**config.mk**
```make
export PLATFORM = sky130hd
export DESIGN_NAME = tpu_instr_scheduler_flat
export DESIGN_NICKNAME = d
export VERILOG_FILES = /design/src/rtl/tpu_instr_scheduler_if.sv /design/src/rtl/tpu_instr_scheduler.sv /design/src/flat_wrapper.sv
export SDC_FILE = /design/constraint.sdc
export NUM_CORES = 1
export LEC_CHECK = 0
export ABC_AREA = 0
export ABC_CLOCK_PERIOD_IN_PS = 9010
export CAP_MARGIN = 20
export CORE_UTILIZATION = 55
export CTS_CLUSTER_DIAMETER = 200
export CTS_CLUSTER_SIZE = 40
export DETAILED_ROUTE_END_ITERATION = 10
export PLACE_DENSITY = 0.76
export SKIP_CTS_REPAIR_TIMING = 1
export SYNTH_ARGS = -nofsm -noshare
export SYNTH_HDL_FRONTEND = slang
export SYNTH_SLANG_ARGS = --single-unit
```
**constraint.sdc**
```tcl
create_clock -name clk -period 9.01 [get_ports clk]
set_input_delay 1.802 -clock clk [delete_from_list [all_inputs] [get_ports clk]]
set_output_delay 1.802 -clock clk [all_outputs]
set_load 0.05 [all_outputs]
```
**src/rtl/tpu_instr_scheduler_if.sv**
```systemverilog
// Handshake bundle between the host/tpu_core side and the instruction scheduler.
// master = environment (host + core), slave = scheduler.
interface tpu_instr_scheduler_if #(
    parameter int FIFO_DEPTH = 16
) ();
    localparam int CW = $clog2(FIFO_DEPTH) + 1;

    logic          enable;
    logic [79:0]   host_instr;
    logic          host_valid;
    logic          host_ready;
    logic [79:0]   instr_port;
    logic          instr_enable;
    logic          busy;
    logic          synchronize;
    logic          sync_done;
    logic [CW-1:0] fifo_count;

    modport master (
        output enable, host_instr, host_valid, busy, synchronize,
        input  host_ready, instr_port, instr_enable, sync_done, fifo_count
    );

    modport slave (
        input  enable, host_instr, host_valid, busy, synchronize,
        output host_ready, instr_port, instr_enable, sync_done, fifo_count
    );
endinterface

```
**src/rtl/tpu_instr_scheduler.sv**
```systemverilog
// Instruction FIFO plus issue FSM feeding tpu_core; instr word = {opcode, length, buffer_addr, acc_addr}.
// Optional TPU_SCHED_PERF_EN adds saturating issued_count / stall_count outputs.
module tpu_instr_scheduler #(
    parameter int         FIFO_DEPTH  = 16,
    parameter logic [7:0] SYNC_OPCODE = 8'hFF
) (
    input  logic        clk,
    input  logic        rst,
`ifdef TPU_SCHED_PERF_EN
    output logic [31:0] issued_count,
    output logic [31:0] stall_count,
`endif
    tpu_instr_scheduler_if.slave bus
);
    localparam int PW = $clog2(FIFO_DEPTH);
    localparam int CW = PW + 1;

    typedef enum logic [1:0] {IDLE, HOLD, SYNC_WAIT} state_t;

    state_t        state_q, state_d;
    logic [79:0]   mem [FIFO_DEPTH];
    logic [PW-1:0] wr_ptr_q, wr_ptr_d;
    logic [PW-1:0] rd_ptr_q, rd_ptr_d;
    logic [CW-1:0] count_q, count_d;
    logic [79:0]   instr_port_q, instr_port_d;
    logic          instr_enable_q, instr_enable_d;
    logic          sync_done_q, sync_done_d;
    logic          push, pop, empty, full;
    logic [79:0]   head;

    assign empty = (count_q == '0);
    assign full  = (count_q == CW'(FIFO_DEPTH));
    // Full is judged on the registered count, so a push is refused even when a pop frees a slot.
    assign push  = bus.host_valid && !full;
    assign head  = mem[rd_ptr_q];

    always_comb begin
        state_d        = state_q;
        pop            = 1'b0;
        instr_port_d   = instr_port_q;
        instr_enable_d = 1'b0;
        sync_done_d    = 1'b0;
        case (state_q)
            IDLE: begin
                if (bus.enable && !empty && !bus.busy) begin
                    pop            = 1'b1;
                    instr_port_d   = head;
                    instr_enable_d = 1'b1;
                    state_d        = (head[79:72] == SYNC_OPCODE) ? SYNC_WAIT : HOLD;
                end
            end
            HOLD: state_d = IDLE;
            SYNC_WAIT: begin
                if (bus.synchronize) begin
                    sync_done_d = 1'b1;
                    state_d     = IDLE;
                end
            end
            default: state_d = IDLE;
        endcase
        wr_ptr_d = wr_ptr_q + PW'(push);
        rd_ptr_d = rd_ptr_q + PW'(pop);
        count_d  = count_q + CW'(push) - CW'(pop);
    end

    always_ff @(posedge clk) begin
        if (!rst) begin
            state_q        <= IDLE;
            wr_ptr_q       <= '0;
            rd_ptr_q       <= '0;
            count_q        <= '0;
            instr_port_q   <= '0;
            instr_enable_q <= 1'b0;
            sync_done_q    <= 1'b0;
        end else begin
            state_q        <= state_d;
            wr_ptr_q       <= wr_ptr_d;
            rd_ptr_q       <= rd_ptr_d;
            count_q        <= count_d;
            instr_port_q   <= instr_port_d;
            instr_enable_q <= instr_enable_d;
            sync_done_q    <= sync_done_d;
        end
    end

    // Storage carries no reset; the pointers alone define which entries are live.
    always_ff @(posedge clk) begin
        if (push) begin
            mem[wr_ptr_q] <= bus.host_instr;
        end
    end

    assign bus.host_ready   = !full;
    assign bus.instr_port   = instr_port_q;
    assign bus.instr_enable = instr_enable_q;
    assign bus.sync_done    = sync_done_q;
    assign bus.fifo_count   = count_q;

`ifdef TPU_SCHED_PERF_EN
    logic [31:0] issued_count_q, issued_count_d;
    logic [31:0] stall_count_q, stall_count_d;

    always_comb begin
        issued_count_d = issued_count_q;
        stall_count_d  = stall_count_q;
        if (instr_enable_q && (issued_count_q != '1)) begin
            issued_count_d = issued_count_q + 32'd1;
        end
        if ((state_q == IDLE) && !empty && (bus.busy || !bus.enable) && (stall_count_q != '1)) begin
            stall_count_d = stall_count_q + 32'd1;
        end
    end

    always_ff @(posedge clk) begin
        if (!rst) begin
            issued_count_q <= '0;
            stall_count_q  <= '0;
        end else begin
            issued_count_q <= issued_count_d;
            stall_count_q  <= stall_count_d;
        end
    end

    assign issued_count = issued_count_q;
    assign stall_count  = stall_count_q;
`endif
endmodule

```
**src/flat_wrapper.sv**
```systemverilog
// flat-port wrapper written by rule: the top's interface ports become plain ports
module tpu_instr_scheduler_flat 
#(
    parameter int         FIFO_DEPTH  = 16,
    parameter logic [7:0] SYNC_OPCODE = 8'hFF
)
  (clk, rst, bus_enable, bus_host_instr, bus_host_valid, bus_busy, bus_synchronize, bus_host_ready, bus_instr_port, bus_instr_enable, bus_sync_done, bus_fifo_count);
  tpu_instr_scheduler_if #(.FIFO_DEPTH(FIFO_DEPTH)) bus_i ();
  input  logic clk;
  input  logic rst;
  input wire logic [$bits(bus_i.enable)-1:0] bus_enable;
  input wire logic [$bits(bus_i.host_instr)-1:0] bus_host_instr;
  input wire logic [$bits(bus_i.host_valid)-1:0] bus_host_valid;
  input wire logic [$bits(bus_i.busy)-1:0] bus_busy;
  input wire logic [$bits(bus_i.synchronize)-1:0] bus_synchronize;
  output wire logic [$bits(bus_i.host_ready)-1:0] bus_host_ready;
  output wire logic [$bits(bus_i.instr_port)-1:0] bus_instr_port;
  output wire logic [$bits(bus_i.instr_enable)-1:0] bus_instr_enable;
  output wire logic [$bits(bus_i.sync_done)-1:0] bus_sync_done;
  output wire logic [$bits(bus_i.fifo_count)-1:0] bus_fifo_count;
  assign bus_i.enable = bus_enable;
  assign bus_i.host_instr = bus_host_instr;
  assign bus_i.host_valid = bus_host_valid;
  assign bus_i.busy = bus_busy;
  assign bus_i.synchronize = bus_synchronize;
  assign bus_host_ready = bus_i.host_ready;
  assign bus_instr_port = bus_i.instr_port;
  assign bus_instr_enable = bus_i.instr_enable;
  assign bus_sync_done = bus_i.sync_done;
  assign bus_fifo_count = bus_i.fifo_count;
  tpu_instr_scheduler #(.FIFO_DEPTH(FIFO_DEPTH), .SYNC_OPCODE(SYNC_OPCODE)) u_core (.clk(clk), .rst(rst), .bus(bus_i));
endmodule
```
**Word-level counts from Yosys, hierarchy flattened**

Memory sizes are Yosys's and may differ from the RTL's. A register that Yosys moved wholly into a read port is not among the register bits.
Index checks and enable logic that the tools add are counted.
Widths: inputs -> output; s select.

- Bits in registers: 97
- Bits in writable memories: 1280
- Output and inout bits: 88
- Word-level logic and storage cells: 38
- Memories: 1

- Add/subtract/negate cells: 4
- Equality and inequality tests: 5
- Mux-type cells: 10
- Reduce and logical (&&, ||, !) cells: 11

Memory list:

| memory | depth | width | read ports | clocked after Yosys merged registers in | wr ports | RTL line | text |
|---|---|---|---|---|---|---|---|
| u_core.mem | 16 | 80 | 1 | 1 | 1 | tpu_instr_scheduler.sv:21 | `logic [79:0] mem [FIFO_DEPTH];` |

Operator list:

| cell | number |
|---|---|
| $add 4x1->4 | 2 |
| $eq 8x8->1 const B | 1 |
| $mux 2 | 3 |
| $reduce_and 2->1 | 3 |
| $add 5x1->5 | 1 |
| $eq 5x5->1 const B | 1 |
| $logic_not 5->1 | 1 |
| $mux 1 | 5 |
| $sub 5x1->5 | 1 |
| $mux 4 | 1 |
| $pmux 2 s2 | 1 |
| $logic_and 1x1->1 | 3 |
| $logic_not 1->1 | 3 |
| $eq 2x2->1 const B | 1 |
| $logic_not 2->1 | 1 |
| $ne 2x1->1 const B | 1 |
| $ne 2x2->1 const B | 1 |

**Longest topological paths before layout**

Gate-level depths: netlist of the first run.

- Depth after elaboration: 8
- Gate-level depth with buffers: 16

**Worst setup path after synthesis of the first run**

OpenSTA, ideal clock, no wires.

- Kind: in2reg
- Start point: in bus_host_valid
- End point: mem u_core.mem[0][0] (enable)
- Arrival: 8021 ps
- Data required time: 8394 ps
- Path slack: 373 ps
- Cell stages on the path: 4
- Path through: and2_1 -> clkbuf_1 -> or3b_2 -> nor3_1

- Longest elaborated chain between the ends: 3

RTL lines:

| what | RTL line | text |
|---|---|---|
| start: declaration | flat_wrapper.sv:13 | `input wire logic [$bits(bus_i.host_valid)-1:0] bus_host_valid;` |
| $logic_and 1x1->1 | tpu_instr_scheduler.sv:34 | `assign push = bus.host_valid && !full;` |
| $mux 1 | tpu_instr_scheduler.sv:88 | `if (push) begin` |
| $mux 1 (not written as such) | tpu_instr_scheduler.sv:89 | `mem[wr_ptr_q] <= bus.host_instr;` |
| end: declaration | tpu_instr_scheduler.sv:21 |  |

Every way passes these cells.

**Worst setup path after layout of the first run**

- Start point: in bus_enable
- End point: reg u_core.count_q[4] (netlist: u_core.bus.fifo_count[4])

- Longest elaborated chain between the ends: 5

RTL lines:

| what | RTL line | text |
|---|---|---|
| start: declaration | flat_wrapper.sv:11 | `input wire logic [$bits(bus_i.enable)-1:0] bus_enable;` |
| $logic_and 1x1->1 (2 in series) | tpu_instr_scheduler.sv:45 | `if (bus.enable && !empty && !bus.busy) begin` |
| $mux 1 | tpu_instr_scheduler.sv:45 |  |
| $mux 1 | tpu_instr_scheduler.sv:43 | `case (state_q)` |
| $sub 5x1->5 | tpu_instr_scheduler.sv:63 | `count_d = count_q + CW'(push) - CW'(pop);` |
| end signal: assignment | tpu_instr_scheduler.sv:79 | `count_q <= count_d;` |
| end: declaration | tpu_instr_scheduler.sv:24 | `logic [CW-1:0] count_q, count_d;` |

Every way passes these cells.
A chain may end at the register's enable or synchronous reset.

==> results of run 1 <==
state kept, by name, indices dropped and copies added, names as in the netlist:
| name | count |
|---|---|
| u_core.bus.fifo_count | 5 |
| u_core.bus.instr_enable | 1 |
| u_core.bus.instr_port | 80 |
| u_core.bus.sync_done | 1 |
| u_core.mem | 1280 |
| u_core.rd_ptr_q | 4 |
| u_core.state_q | 2 |
| u_core.wr_ptr_q | 4 |
power by group through the flow:
stage | Sequential, mW | Clock (mW) | Combinational (mW)
after global placement | 7.50 | 0 | 1.98
after floorplan | 7.71 | 0 | 1.23
after detailed placement | 7.52 | 0 | 2.01
final | 7.37 | 2.62 | 1.98
after CTS | 7.38 | 2.66 | 2.01
after global routing | 7.40 | 2.84 | 2.12
cell families after synthesis:
logic type	share of synthesized area
flops	0.780
fa+ha+maj	0.00280
xor+xnor	0.00118
buf+inv	0.0132
mux	0.170
compound gates	0.0148
simple gates	0.0178
area by class of cell:
type	count	area, sq um	area share
repair buffers	221	2180	0.0389
inverters	11	42.5	0.000757
multi-input cells	735	10800	0.193
clock inverters	3	47.5	0.000846
well taps	1254	1570	0.0279
flip-flops and latches	1377	40400	0.719
clock buffers	70	1130	0.0202
path summary, 6_finish.rpt:
path,cells after the start,from,to,slack (ns)
max,14,bus_enable,u_core.bus.fifo_count[4],4.20
min,2,u_core.bus.instr_port[48],u_core.bus.instr_port[48],0.46
max reg2reg,15,u_core.bus.fifo_count[2],u_core.bus.fifo_count[4],4.85
min reg2reg,2,u_core.bus.instr_port[48],u_core.bus.instr_port[48],0.46
layer usage:
metal | vias to the layer above | routed length, um
li1 | 9561 | -
met1 | 12603 | 41700
met2 | 956 | 56700
met3 | 118 | 8030
met4 | 14 | 1960
met5 | - | 99
through the flow:
step                      std cells  hold WS [ns]  cell area [sq um]  worst slack [ns]  total power, mW
after CTS                      3670         0.464              56200              4.19             12.1
after detailed placement       3597         0.445              55000              3.50             9.53
after global placement         3597         0.442              55000              3.44             9.48
final                          3671         0.460              56200              4.20             12.0
after global routing           3671         0.480              56200              3.84             12.4
after floorplan                2244         0.457              51800             0.373             8.94
cell usage in the layout (no fill, tap or decap), drive strengths merged, types with 4 or more instances in the layout:
| master | count |
|---|---|
| edfxtp | 1280 |
| mux4 | 392 |
| clkdlybuf4s50 | 172 |
| nand2 | 171 |
| dfxtp | 97 |
| a21boi | 80 |
| clkbuf | 70 |
| buf | 49 |
| a22oi | 16 |
| nor2 | 16 |
| and2 | 13 |
| inv | 12 |
| ha | 10 |
| nand3 | 4 |
| nor3 | 4 |
| xnor2 | 4 |
worst max-delay path, delay by kind of cell:
family | cells | cell delay, ns
simple gates | 4 | 0.72
buf+inv | 5 | 1.40
fa+ha+maj | 3 | 0.99
compound gates | 2 | 0.43
==> results.md, run 1 <==
- Internal power: 9.03 mW
- Slowest CP cell: clkinv_2
- Core ar.: 0.0933 sq mm
- CTS root buffer: clkbuf_16
- Post-synth EDFFs: 1280
- Post-route ant nets: 0
- Worst Skew: 0.0340 ns
- Sw Ratio: 0.246
- Share of cells above drive strength 1: 0.211
- Count leader, synth: edfxtp_1
- Dominant cells by area after synthesis: edfxtp_1 74%, mux4_2 17%, dfxtp_1 3.8%
- PortBufs: 173
- Area leader, netlist: edfxtp_1
- Synthesized netlist net count: 2341
- Num CTS Buffers: 40
- Async SR Flop Fraction: 0
- Hold Vio Cnt, Final: 0
- PwrDens: 213 mW/mm^2
- Register bit total from synthesis: 1377
- Largest net degree at the start of global routing: 100
- Met2 Use GR: 0.397
- Die area: 0.0954 sq mm
- Die X: 309 um
- Drt initial violations: 2721
- Flop pwr share: 0.616
- Met3 usage: 0.0336
- Post-Route Utilization: 0.602
- Syn-to-layout area delta: 8.56%
- GRT Resource Usage Total: 0.232
- Final setup fails: 0
- Sequential fraction of the synthesis area: 0.780
- Power share of the combinational group: 0.166
- Post-route DRC: 0
- GPL Wtd Cong: 0.739
- Crit end category: flip-flop
- Worst path max stage delay: 0.83 ns
- GRT busiest layer: met2
- Clock power frac: 0.219
- Critical Path RT: 9.56 ns
- Clock sinks: 1377
- IO Pins: 174
- Crit start category: input pin
- Fmax: 0.208 GHz
- Outcome: finished clean
- Skew-Pair Late Insertion Delay: 0.65 ns
- Lkg Pwr: 16.5 nW
- Slew HR: 0.283
- Gate Count Post-Synth: 2244
- Fin nets: 2483
- Critical Path AT: 5.37 ns
- Synth warn: 0
- Average size of a mapped cell: 23.1 sq um
- Post-Syn Area: 0.0518 sq mm
- Most frequent CP cell: inv_1
- Crit-path cells: clkdlybuf4s50_1 > nor4b_1 > o21ai_4 > clkinv_2 > ha_1 > inv_1 > ha_1 > inv_1 > fa_1 > inv_1 > a21oi_1 > nor2_1 > or3_1 > and3_1
- Clock slew at reported path FFs: 0.14 ns
- DR WL/cell: 29.5 um
- Antenna violations before repair: 9
- Via count: 23.3k
- HP Class: flip-flop to flip-flop
- Maximum root-to-sink buffer count: 3
- Crit-path max FO: 38
- Tcrit/Tclk final: 0.534
- Vias per cell: 6.33
- Worst vdd ir: 0.000178 V
- Setup TNS: 0 ns
- H-tree levels: 2
- Post-synth top area share: 0.742
- First-pass GRT wire length: 159 mm
- Antenna diodes: 0
- Gr ovfl total: 0
- Max Cap Viol: 0
- Floorplan row count: 112
- Placed wire-length estimate: 56.8 mm
- Actual slew at the worst max-slew pin: 1.08 ns
- CTS tree: done
- RSZ-0062 raised after global routing: false
- Filler instances: 6405
- Tmin final: 4.81 ns
- Cell variety after synth: 36
- Slew Viols, Final: 0
- Psw: 2.94 mW
- TritonRoute pass-1 iters: 7
- Grt met1 use: 0.322
- Number of global-route vias before repair: 24.0k
- Die height: 309 um
- Initial core utilization: 0.555
- Total wire length: 108 mm
- Post-synth top flop: edfxtp_1
- Crit path kind: input pin to flip-flop
- Synth top cells by count: 1280 x edfxtp_1, 392 x mux4_2, 171 x nand2_1
(Power assumes the default switching activity.)
==> run 2, diff against run 1 <==
Settings changed: ABC_CLOCK_PERIOD_IN_PS 9010 to 4700, CORE_UTILIZATION 55 to 60, PLACE_DENSITY 0.76 to 0.78.
Clock period 9.01 ns to 4.7 ns, I/O delays scaled along.
==> run 2 against run 1 <==
Against the previous run:
- register-to-register slack worse by 3.1 ns
- combinational power grew 96%
- setup slack worse by 2.7 ns
- via count shrank 1.4%
- critical endpoint is now bus_host_ready
- highest routed layer unchanged
==> results.md, run 2 (synthesis results as in run 1) <==
- Outcome: finished clean
- Fin nets: 2485 (+0.081%)
- Tmin final: 3.20 ns
- GPL Wtd Cong: 0.759 (+2.7%)
- Crit path kind: flip-flop to output pin
- Flop pwr share: 0.614 (-0.002)
- Worst reg2reg path depth: 7 (-8)
- DR WL/cell: 29.6 um (+0.24%)
- Worst vdd ir: 0.000286 V (+60%)
- Place WS: 0.928 ns (-2.57 ns)
- TritonRoute pass-1 iters: 5 (-2)
- Floorplan row count: 107 (-4.5%)
- Core ar.: 0.0853 sq mm (-8.6%)
- Clock sinks: 1377 (unchanged)
- First-pass GRT wire length: 155 mm (-2.5%)
- Crit end category: output pin
- Post-route ant nets: 0 (unchanged)
- IO Pins: 174 (unchanged)
- Sw Ratio: 0.245 (-0.000928)
- Vias per cell: 6.42 (+1.4%)
- Initial core utilization: 0.607 (+0.0524)
- Skew-Pair Late Insertion Delay: 0.63 ns (-0.02 ns)
- H-tree levels: 2 (unchanged)
- GRT Resource Usage Total: 0.247 (+0.0154)
- Hold depth: 2 (unchanged)
- Total wire length: 106 mm (-2.5%)
- Crit-path max FO: 3 (-92%)
- Max reg flops: 1280 (unchanged)
- Critical Path RT: 3.76 ns (-5.80 ns)
- Final setup fails: 0 (unchanged)
- Share of cells above drive strength 1: 0.211 (+0.000653)
- Worst Skew: 0.0310 ns (-0.00298 ns)
- Drt initial violations: 2504 (-8.0%)
- Number of global-route vias before repair: 23.9k (-0.56%)
- Critical Path AT: 2.26 ns (-3.11 ns)
- Largest net degree at the start of global routing: 114 (+14%)
- HP Class: flip-flop to flip-flop
- Lkg Pwr: 16.6 nW (+0.35%)
- Internal power: 17.4 mW (+92%)
- Most common cell after layout, fill and taps aside: edfxtp_1
- Max Cap Viol: 0 (unchanged)
- Slew HR: 0.411 (+0.129)
- Most frequent cells in the layout: 1280 x edfxtp_1, 392 x mux4_2, 172 x clkdlybuf4s50_1
- CTS tree: done
- Tcrit/Tclk final: 0.682
- Slew Viols, Final: 0 (unchanged)
- PortBufs: 173 (unchanged)
- Gr ovfl total: 0 (unchanged)
- Die area: 0.0875 sq mm (-8.3%)
- Post-route DRC: 0 (unchanged)
- Cell area after layout: 0.0564 sq mm (+0.37%)
- Placed wire-length estimate: 55.7 mm (-1.8%)
- Psw: 5.64 mW (+91%)
- Hold Vio Cnt, Final: 0 (unchanged)
- PwrDens: 408 mW/mm^2 (+91%)
- Via count: 22.9k (-1.4%)
- Power share of the combinational group: 0.169 (+0.003)
- Clock slew at reported path FFs: 0.14 ns (about the same)
- Num CTS Buffers: 40 (unchanged)
- Crit start category: flip-flop
- RSZ-0062 raised after global routing: false
- Antenna violations before repair: 11 (+2)
- Hold Worst Slack: 0.463 ns (+0.00366 ns)
- Die height: 296 um (-4.2%)
- Largest register by flop count: u_core.mem
- Actual slew at the worst max-slew pin: 0.883 ns (-0.193 ns)
- Worst setup margin: 1.50 ns (-2.70 ns)
- CTS root buffer: clkbuf_16
- Die X: 296 um (-4.2%)
- Placement-stage cell area: 0.0552 sq mm (+0.35%)
- Maximum root-to-sink buffer count: 3 (unchanged)
- Fmax: 0.312 GHz
- Syn-to-layout area delta: 8.96%
- Clock power frac: 0.217 (-0.002)
==> run 2: cell types whose count changed in the layout (fill, tap and decap cells not counted) <==
cell / before / now
buf_4: 42 / 21
nor3_4: 0 / 4
nor3_2: 4 / 0
diode_2: 0 / 7
buf_12: 6 / 29
==> run 2: power groups by stage <==
| stage | Combinational [mW] | Sequential [mW] | Clock [mW] |
|---|---|---|---|
| 2_1_floorplan | 2.36 | 14.7 | 0 |
| 3_3_place_gp | 3.84 | 14.4 | 0 |
| 3_5_place_dp | 3.94 | 14.4 | 0 |
| 4_1_cts | 3.95 | 14.1 | 5.06 |
| 5_1_grt | 4.14 | 14.2 | 5.42 |
| 6_report | 3.89 | 14.1 | 4.99 |
==> run 2: final timing paths <==
check	slack, ns	start	end
worst min-delay path	0.46	u_core.bus.instr_port[41]	u_core.bus.instr_port[41]
worst max register to register	1.74	u_core.bus.fifo_count[3]	u_core.mem[3][8]
worst min register to register	0.46	u_core.bus.instr_port[41]	u_core.bus.instr_port[41]
worst max-delay path	1.50	u_core.bus.fifo_count[3]	bus_host_ready
==> run 2: final cells by class <==
cell class | count | area (sq um)
inverters | 11 | 42.5
diodes | 7 | 17.5
multi-input cells | 735 | 10900
repair buffers | 223 | 2490
clock buffers | 70 | 1130
clock inverters | 3 | 47.5
well taps | 1144 | 1430
flip-flops and latches | 1377 | 40400
fillers | 5258 | 28900
==> run 2: layer usage <==
layer	share of wire	global-route usage
met5	0.00069	0
met1	0.38	0.332
met3	0.063	0.0346
met4	0.024	0.0646
met2	0.53	0.430
==> run 2: through the flow <==
step / util / cells / setup TNS, ns / power, mW
finish: 0.662 / 3570 / 0 / 23.0
global route: 0.661 / 3566 / 0 / 23.7
CTS: 0.661 / 3562 / 0 / 23.1
detailed placement: 0.647 / 3489 / 0 / 18.3
global placement: 0.647 / 3489 / 0 / 18.2
floorplan: - / 2244 / -1047.36 / 17.1
==> run 2: worst max-delay path: stages, from the launching register on <==
cell             delay, ns
dfxtp_1               0.42
inv_1                 0.08
ha_1                  0.20
nand3_1               0.12
clkdlybuf4s50_1       0.81
==> run 3, diff against run 2 <==
Settings changed: ABC_CLOCK_PERIOD_IN_PS 4700 to 3200.
Clock period 4.7 ns to 3.2 ns, I/O delays scaled along.
==> run 3 against run 2 <==
Against the previous run:
- sequential share of layout area shrank 0.72 points
- critical endpoint unchanged
- non-clock buffer count rose by 29
- largest power group unchanged
- first-iteration DRC count up 4.0%
- clock power rose by 48%
- flip-flop and latch count did not move
- routed wire length up 2.1%
- critical path depth unchanged
==> results.md, run 3 (synthesis results as in run 1) <==
- Die area: 0.0875 sq mm (unchanged)
- Share of cells above drive strength 1: 0.224 (+0.0125)
- Worst path max stage delay: 0.80 ns (about the same)
- Tcrit/Tclk final: 0.861
- Fmax: 0.363 GHz
- Drt initial violations: 2604 (+4.0%)
- H-tree levels: 2 (unchanged)
- Maximum root-to-sink buffer count: 3 (unchanged)
- Placed Cells: 3519 (+0.86%)
- Psw: 8.39 mW (+49%)
- Crit start category: flip-flop
- First-pass GRT wire length: 158 mm (+2.0%)
- GPL Wtd Cong: 0.759 (about the same)
- CTS tree: done
- Max Cap Viol: 0 (unchanged)
- Floorplan row count: 107 (unchanged)
- Skew-Pair Late Insertion Delay: 0.66 ns (+0.03 ns)
- CP startpoint: u_core.bus.fifo_count[3]
- Die X: 296 um (unchanged)
- Cell Count, Final, Fillers Out: 3602 (+0.90%)
- Placement-stage cell area: 0.0558 sq mm (+1.1%)
- TritonRoute pass-1 iters: 5 (unchanged)
- Post-route ant nets: 0 (unchanged)
- Crit-path max FO: 3 (unchanged)
- RSZ-0062 raised after global routing: false
- Filler instances: 5143 (-2.2%)
- HP Class: flip-flop to flip-flop
- IO Pins: 174 (unchanged)
- Crit-path cells: inv_4 > ha_4 > nand3_4 > clkdlybuf4s50_1
- Actual slew at the worst max-slew pin: 1.09 ns (+0.205 ns)
- Post-route DRC: 0 (unchanged)
- Fin nets: 2514 (+1.2%)
- Cell area after layout: 0.0570 sq mm (+1.0%)
- Flop pwr share: 0.610 (-0.004)
- Hold Vio Cnt, Final: 0 (unchanged)
- Reg2Reg Setup Slack: 0.48 ns (-1.26 ns)
- Most frequent cells in the layout: 1280 x edfxtp_1, 392 x mux4_2, 172 x clkdlybuf4s50_1
- Slowest CP cell: clkdlybuf4s50_1
- Clock sinks: 1377 (unchanged)
- Gr ovfl total: 0 (unchanged)
- Largest net degree at the start of global routing: 66 (-42%)
- Sw Ratio: 0.247 (+0.00203)
- CTS root buffer: clkbuf_16
- Max reg flops: 1280 (unchanged)
- Syn-to-layout area delta: 10.1%
- Power share of the combinational group: 0.173 (+0.004)
- Outcome: finished clean
- Critical Path AT: 2.11 ns (-0.15 ns)
- Setup TNS: 0 ns (unchanged)
- Largest register by flop count: u_core.mem
- Crit-path leading delay family: buffers and inverters
- Tmin final: 2.75 ns
- Slew Viols, Final: 0 (unchanged)
- Multi-input gate area: 0.0109 sq mm (+0.25%)
- Vias per cell: 6.50 (+1.1%)
- Sequential cell area: 0.0404 sq mm (about the same)
- Clock slew at reported path FFs: 0.14 ns (about the same)
- DR WL/cell: 30.0 um (+1.2%)
- Crit path kind: flip-flop to output pin
- Placed wire-length estimate: 58.4 mm (+4.8%)
- Internal power: 25.6 mW (+47%)
- Crit end category: output pin
- Die height: 296 um (unchanged)
- Worst path depth: 4 (unchanged)
- Clock power frac: 0.218 (about the same)
- Final setup fails: 0 (unchanged)
- Number of global-route vias before repair: 24.0k (+0.51%)
- Worst vdd ir: 0.000438 V (+53%)
- Via count: 23.4k (+2.1%)
- Most common cell after layout, fill and taps aside: edfxtp_1
- R2R Path End: u_core.bus.instr_port[31]
- Critical Path RT: 2.56 ns (-1.20 ns)
- PortBufs: 173 (unchanged)
- Slew HR: 0.274 (-0.137)
- Crit path buffers/inverters: 2 (unchanged)
- Total wire length: 108 mm (+2.1%)
- GRT Resource Usage Total: 0.253 (+0.00595)
- Crit path to: bus_host_ready
- Lkg Pwr: 16.8 nW (+1.4%)
- Initial core utilization: 0.607 (unchanged)
- PwrDens: 596 mW/mm^2 (+46%)
- Num CTS Buffers: 40 (unchanged)
- Worst Skew: 0.0286 ns (-0.00243 ns)
- Core ar.: 0.0853 sq mm (unchanged)
- Antenna violations before repair: 14 (+3)
- R2r startpoint: u_core.rd_ptr_q[1]
- Worst reg2reg path depth: 5 (-2)
run 3: layout make-up:
type / instances / area share
Clock buffer: 71 / 0.0200
Sequential cell: 1377 / 0.709
Antenna cell: 9 / 0.000395
Multi-Input combinational cell: 735 / 0.191
Tap cell: 1144 / 0.0251
Clock inverter: 3 / 0.000834
Timing Repair Buffer: 252 / 0.0530
Inverter: 11 / 0.000834
run 3: worst min-delay path by stage:
stage,slack (ns),to,depth (start not counted),start
finish,0.46,u_core.bus.instr_port[37],2,u_core.bus.instr_port[37]
global route,0.47,u_core.bus.instr_port[43],2,rst
CTS,0.46,u_core.bus.instr_port[37],2,u_core.bus.instr_port[37]
detailed placement,0.45,u_core.bus.instr_port[37],2,u_core.bus.instr_port[37]
global placement,0.44,u_core.bus.instr_port[50],2,u_core.bus.instr_port[50]
floorplan,0.46,u_core.bus.sync_done,2,u_core.state_q[1]
run 3: layer usage:
layer  wire [um]  part of all wire  GRT usage
met1       41600              0.39      0.351
met2       55900              0.52      0.427
met5          79           0.00073          0
met3        7690             0.071     0.0365
met4        2630             0.024     0.0691
run 3: tightest hold or removal path, cell delays in order, from the launching register on:
cell      delay [ns]
dfxtp_1         0.33
nand2_1         0.05
a21boi_1        0.05
run 3: stage by stage:
stage | util | power [mW] | hold slack, ns | worst slack, ns
after global placement | 0.654 | 26.9 | 0.440 | -0.0449
after detailed placement | 0.654 | 27.0 | 0.446 | -0.0341
final | 0.669 | 34.0 | 0.458 | 0.446
after floorplan | - | 25.2 | 0.457 | -0.754
after global routing | 0.668 | 35.0 | 0.474 | 0.364
after CTS | 0.668 | 34.2 | 0.465 | 0.417
run 3: power groups by stage:
stage / Combinational [mW] / Clock (mW) / Sequential [mW]
after floorplan: 3.52 / 0 / 21.7
after global placement: 5.80 / 0 / 21.1
after detailed placement: 5.92 / 0 / 21.1
final: 5.87 / 7.39 / 20.7
after global routing: 6.24 / 8.02 / 20.8
after CTS: 5.95 / 7.50 / 20.7
